<file path="src/rtl/ram_arbiter.sv">
// Two-port arbiter/sequencer for a single-port word RAM: port 0 = instruction fetch, port 1 = data.
// Define RAM_ARB_RR_EN for round-robin on conflict; otherwise port 1 has fixed priority.
module ram_arbiter #(
  parameter int BUS_WIDTH = 32,
  parameter int ADDR_W    = 32
) (
  input  logic                 clk,
  input  logic                 rst_n,
  input  logic [1:0]           req,
  input  logic [1:0]           we,
  input  logic [ADDR_W-1:0]    addr0,
  input  logic [ADDR_W-1:0]    addr1,
  input  logic [BUS_WIDTH-1:0] wdata0,
  input  logic [BUS_WIDTH-1:0] wdata1,
  output logic [1:0]           gnt,
  output logic [1:0]           done,
  output logic [BUS_WIDTH-1:0] rdata,
  output logic                 ram_cs,
  output logic                 ram_write,
  output logic [ADDR_W-1:0]    ram_addr,
  output logic [BUS_WIDTH-1:0] ram_wdata,
  input  logic [BUS_WIDTH-1:0] ram_rdata
);

  typedef enum logic [0:0] {
    ST_IDLE   = 1'b0,
    ST_ACCESS = 1'b1
  } state_t;

  state_t                 state_r;
  logic                   lat_owner_r;
  logic                   lat_we_r;
  logic                   owner_s;
  logic                   owner_we_s;
  logic [ADDR_W-1:0]      owner_addr_s;
  logic [BUS_WIDTH-1:0]   owner_wdata_s;
`ifdef RAM_ARB_RR_EN
  logic                   last_owner_r;
`endif

  // Owner selection among the currently requesting ports
  always_comb begin
    owner_s = 1'b0;
    if (req == 2'b11) begin
`ifdef RAM_ARB_RR_EN
      owner_s = ~last_owner_r;
`else
      owner_s = 1'b1;
`endif
    end else if (req[1]) begin
      owner_s = 1'b1;
    end else begin
      owner_s = 1'b0;
    end
  end

  // Route the selected port's command fields
  always_comb begin
    owner_we_s    = we[0];
    owner_addr_s  = addr0;
    owner_wdata_s = wdata0;
    if (owner_s) begin
      owner_we_s    = we[1];
      owner_addr_s  = addr1;
      owner_wdata_s = wdata1;
    end else begin
      owner_we_s    = we[0];
      owner_addr_s  = addr0;
      owner_wdata_s = wdata0;
    end
  end

  // Sequencer: latch the command in IDLE, drive the RAM for one ACCESS cycle, then answer
  always_ff @(posedge clk or negedge rst_n) begin
    if (!rst_n) begin
      state_r      <= ST_IDLE;
      lat_owner_r  <= 1'b0;
      lat_we_r     <= 1'b0;
      gnt          <= 2'b00;
      done         <= 2'b00;
      rdata        <= {BUS_WIDTH{1'b0}};
      ram_cs       <= 1'b0;
      ram_write    <= 1'b0;
      ram_addr     <= {ADDR_W{1'b0}};
      ram_wdata    <= {BUS_WIDTH{1'b0}};
`ifdef RAM_ARB_RR_EN
      last_owner_r <= 1'b1;
`endif
    end else begin
      done <= 2'b00;
      case (state_r)
        ST_IDLE: begin
          if (|req) begin
            state_r     <= ST_ACCESS;
            lat_owner_r <= owner_s;
            lat_we_r    <= owner_we_s;
            ram_cs      <= 1'b1;
            ram_write   <= owner_we_s;
            ram_addr    <= owner_addr_s;
            ram_wdata   <= owner_wdata_s;
            gnt         <= owner_s ? 2'b10 : 2'b01;
          end else begin
            state_r   <= ST_IDLE;
            ram_cs    <= 1'b0;
            ram_write <= 1'b0;
            gnt       <= 2'b00;
          end
        end
        ST_ACCESS: begin
          // ram_addr/ram_wdata intentionally keep their last value after the access
          state_r   <= ST_IDLE;
          ram_cs    <= 1'b0;
          ram_write <= 1'b0;
          gnt       <= 2'b00;
          done      <= lat_owner_r ? 2'b10 : 2'b01;
          if (!lat_we_r) begin
            rdata <= ram_rdata;
          end else begin
            rdata <= rdata;
          end
`ifdef RAM_ARB_RR_EN
          last_owner_r <= lat_owner_r;
`endif
        end
        default: begin
          state_r   <= ST_IDLE;
          ram_cs    <= 1'b0;
          ram_write <= 1'b0;
          gnt       <= 2'b00;
        end
      endcase
    end
  end

endmodule
</file>
<file path="config.mk">
export PLATFORM = sky130hd
export DESIGN_NAME = ram_arbiter
export DESIGN_NICKNAME = d
export VERILOG_FILES = /design/src/rtl/ram_arbiter.sv
export SDC_FILE = /design/constraint.sdc
export NUM_CORES = 1
export LEC_CHECK = 0
export ABC_AREA = 1
export CAP_MARGIN = 20
export CORE_UTILIZATION = 35
export CTS_BUF_LIST = sky130_fd_sc_hd__clkbuf_2 sky130_fd_sc_hd__clkbuf_4 sky130_fd_sc_hd__clkbuf_8
export DETAILED_ROUTE_END_ITERATION = 16
export PLACE_DENSITY = 0.81
export SKIP_CTS_REPAIR_TIMING = 1
export SYNTH_ARGS = -nofsm -noshare
export SYNTH_HDL_FRONTEND = slang
export SYNTH_SLANG_ARGS = --single-unit
export TNS_END_PERCENT = 5
</file>
<file path="constraint.sdc">
create_clock -name clk -period 2.7 [get_ports clk]
set_input_delay 0.54 -clock clk [delete_from_list [all_inputs] [get_ports clk]]
set_output_delay 0.54 -clock clk [all_outputs]
set_load 0.02 [all_outputs]
</file>
Yosys cells after proc, flatten, opt, wreduce, memory -nomap -nowiden
Cells that the tools add are included.
{"block": "op_classes", "n_reduce_logical": 3, "n_bitwise": 2, "eq_ne": 1, "mux": 14}
{"operator": "$mux 32", "n": 2}
{"operator": "$mux 2", "n": 4}
{"operator": "$mux 1", "n": 5}
{"operator": "$pmux 1 s2", "n": 2}
{"operator": "$pmux 2 s2", "n": 1}
{"operator": "$reduce_and 2->1", "n": 2}
{"operator": "$eq 2x2->1 const B", "n": 1}
{"operator": "$not 1->1", "n": 2}
{"operator": "$reduce_or 2->1", "n": 1}
{"block": "totals", "out_inout_bits": 102, "elab_cells": 29, "reg_bits": 104}

Logic depth before layout (Yosys ltp)
{"block": "depth", "depth_word": 5, "mapped_depth": 8}

Worst setup path after synthesis
OpenSTA, ideal clock, no wires.
{"block": "synth_timing", "path_kind": "flip-flop to flip-flop", "start": "register state_r", "end": "register ram_addr[23]", "slack_ns": 1.389, "period_less_slack_ns": 1.311, "setup_time_ns": 0.117, "t_arrival_ns": 1.194, "path_stages_with_launch": 8, "n_path_buf": 3, "path_cell_list": "dfrtp_1 > buf_4 > inv_2 > nand2_2 > buf_4 > buf_4 > nand3_1 > nand2_1"}
{"block": "synth_between", "elab_chain_cells": 2}
{"element": "from (decl)", "line_no": "30", "text": "state_t state_r;"}
{"element": "from (signal assigned)", "line_no": "76", "text": "state_r <= ST_IDLE;"}
{"element": "from (signal assigned)", "line_no": "94", "text": "state_r <= ST_ACCESS;"}
{"element": "from (signal assigned)", "line_no": "103", "text": "state_r <= ST_IDLE;"}
{"element": "$not 1->1 (no source line)"}
{"element": "$reduce_and 2->1 (no source line)"}
{"element": "to (signal assigned)", "line_no": "84", "text": "ram_addr <= {ADDR_W{1'b0}};"}
{"element": "to (signal assigned)", "line_no": "99", "text": "ram_addr <= owner_addr_s;"}
{"element": "to (decl)", "line_no": "20", "text": "output logic [ADDR_W-1:0] ram_addr,"}
No other way between the ends.
A chain may end at the register's enable or synchronous reset.

Final worst setup path
{"block": "layout_timing", "start": "register ram_wdata[23]", "end": "output ram_wdata[23]"}
{"element": "from (decl)", "line_no": "21", "text": "output logic [BUS_WIDTH-1:0] ram_wdata,"}
{"element": "from (signal assigned)", "line_no": "85", "text": "ram_wdata <= {BUS_WIDTH{1'b0}};"}
{"element": "from (signal assigned)", "line_no": "100", "text": "ram_wdata <= owner_wdata_s;"}
No word-level cell between the ends.

==> run summary <==
Largest net degree at the start of global routing = 62
Flop pwr share = 0.398
Worst skew pair latency = 380 ps
Synth Warn # = 0
Area of the die = 0.01436 mm^2
Post-Synth Adder-Cell Area = 0
CP bufs+invs = 1
Worst Skew = 12.08 ps
Number of synthesized register bits = 104
Crit path to = ram_wdata[23]
Clock power share = 0.173
Crit-path max FO = 2
Std-Cell Rows = 42
Tmin final = 1934 ps
Reg-to-Reg End = ram_wdata[0]
Fill count = 1256
Worst path slowest cell = clkdlybuf4s50_1
Largest family of logic cells by synthesized area = simple AND/OR/NAND/NOR gates
Initial antenna violation count = 0
Internal power = 3418 uW
Reg2Reg Launch Point = state_r
All-layer global routing usage = 0.2203
Compound-cell area share of the yosys netlist = 0
Met3 usage in global routing = 0.05703
Min-delay worst type = in2async
Initial Util = 0.3627
Worst-path clk slew = 100 ps
Crit path depth = 1
Layout cells sized above 1 = 0.04000
R2R setup slack = 1050 ps
Pre-Repair DR Iteration Count = 4
CP Data Arrival Time = 1390 ps
TritonCTS clock tree = yes
Max-cap viol count = 0
Routed wire length = 15.13 mm
WP data required = 2160 ps
TritonCTS buffer count = 9
First-pass GRT wire length = 24.72 mm
Pwr Total = 5412 uW
Critical path startpoint = ram_wdata[23]
Peak supply drop = 309.9 uV
I/O Buffers = 267
Final worst-path cycle share = 0.7164
Sequential element share of the synthesized area = 0.5355
Vias in the first global route = 4951
Gr ovfl total = 0
Total nets after synthesis = 816
Max-Slew Margin vs Limit = 0.6021
Core Region = 0.01340 mm^2
Comb pwr share = 0.429
CTS root buffer = clkbuf_8
Delay-heaviest family, CP = buffers and inverters
RePlAce Congestion = 0.8137
Critical path endpoint category = output port
Iter 0 DRT Violations = 337
Area Growth Syn to Fin = 60.53%
CTS sink count = 104
Sw Pwr = 1994 uW
Mean post-synth cell area = 7.476 um^2
Worst R2R Path Depth = 6
Post-layout util = 0.5822
Multiplexer share of the synthesized area = 0
Simple-Gate Fraction of Synth Area = 0.4089
Grt met1 use = 0.2608
I/O pins = 268
Crit-path cells = clkdlybuf4s50_1
Pwr dens = 693.8 mW/mm^2
Unique masters post-synth = 12
Final setup fails = 0
Die Wd = 119.8 um
Max-slew violations = 0
RSZ-0062 raised after global routing = no
Via density = 4.741
Critical path launch point type = register
Leak = 0.003925 uW
DR WL/cell = 14.07 um
Outcome = finished clean
Max incr delay on CP = 640 ps
GR peak layer = met2
Final antenna-violating net count = 0
Max Buffers Root-to-Sink = 2
Final Hold Violating Endpoints = 0
H-tree depth = 3
Met2 Track Usage GR = 0.3822
Sw Ratio = 0.3685
Setup TNS = 0 ps
Vias = 5101
Chip Height = 119.8 um
Synthesized area = 0.004860 mm^2
Drt drc = 0
Final HPWL DP = 10.81 mm
NumNets Final = 1061
Syn Inst Count = 650
Xor and xnor area share after synthesis = 0
Highest clock rate = 517.0 MHz
CP Class = reg2out
Slew @ Worst Pin = 596.9 ps
# diodes = 0
## final cells by class
class / count / area, um^2 / area share
Clock buffer: 10 / 137.6 / 0.01764
Clock inverter: 6 / 51.30 / 0.006576
Inverter: 6 / 22.52 / 0.002887
Multi-Input combinational cell: 495 / 1987 / 0.2547
Sequential cell: 104 / 2603 / 0.3336
Tap cell: 176 / 220.2 / 0.02823
Timing Repair Buffer: 279 / 2780 / 0.3564
## power by group through the flow
stage / Sequential, uW / Combinational [uW] / Clock, uW
2_1_floorplan: 2660 / 621 / 0
3_3_place_gp: 2170 / 2320 / 0
3_5_place_dp: 2180 / 2340 / 0
4_1_cts: 2150 / 2350 / 979
5_1_grt: 2200 / 2520 / 1030
6_report: 2150 / 2320 / 936
## cell usage after synthesis
| cell type | n | area (um^2) |
|---|---|---|
| buf_1 | 3 | 11.26 |
| inv_1 | 3 | 11.26 |
| dfrtp_1 | 104 | 2603 |
| buf_4 | 14 | 105.1 |
| buf_2 | 15 | 75.07 |
| nand2_2 | 3 | 18.77 |
| clkbuf_1 | 12 | 45.04 |
| nand2_1 | 393 | 1475 |
| inv_2 | 3 | 11.26 |
| nor2_1 | 2 | 7.510 |
| nand3_1 | 97 | 485.5 |
| buf_6 | 1 | 11.26 |
## sequential cells by signal, indices dropped and copies added (netlist names)
signal,cells
ram_addr,32
ram_wdata,32
rdata,32
done,2
gnt,2
lat_owner_r,1
lat_we_r,1
ram_write,1
state_r,1
## placed cells by master, fill, tap and decap left out
| master | n |
|---|---|
| buf_2 | 1 |
| nand2_2 | 3 |
| nor2_1 | 2 |
| clkinv_4 | 3 |
| inv_2 | 3 |
| dfrtp_1 | 104 |
| buf_12 | 2 |
| clkbuf_8 | 10 |
| clkinvlp_4 | 1 |
| buf_4 | 11 |
| inv_1 | 3 |
| nand3_1 | 97 |
| inv_6 | 2 |
| nand2_1 | 393 |
| clkdlybuf4s50_1 | 265 |
## through the flow
stage	setup slack (ps)	cell area [um^2]	instances	hold slack, ps
after detailed placement	852.2	7612	1060	457.0
after global routing	709.0	7801	1076	183.3
final	765.8	7801	1076	146.4
after floorplan	1389	4860	650	244.4
after global placement	887.7	7612	1060	452.5
after CTS	740.3	7801	1076	147.9
## worst min path at each step
stage	startpoint	to	cells after the start
2_1_floorplan	rst_n	done[0]	0
3_3_place_gp	rdata[23]	rdata[23]	2
3_5_place_dp	lat_owner_r	done[0]	1
4_1_cts	rst_n	ram_addr[8]	1
5_1_grt	rst_n	ram_addr[15]	1
6_report	rst_n	ram_addr[15]	1
## metal layers
metal  routed length (um)  up-vias
met3                 1157       18
met2                 7474      217
met5                    0        -
li1                     -     2511
met4                  276        0
met1                 6224     2355
## cell families after synthesis
family        count (synthesis)
simple gates                495
flops                       104
buf+inv                      51
Power figures use the tool's default switching activity.
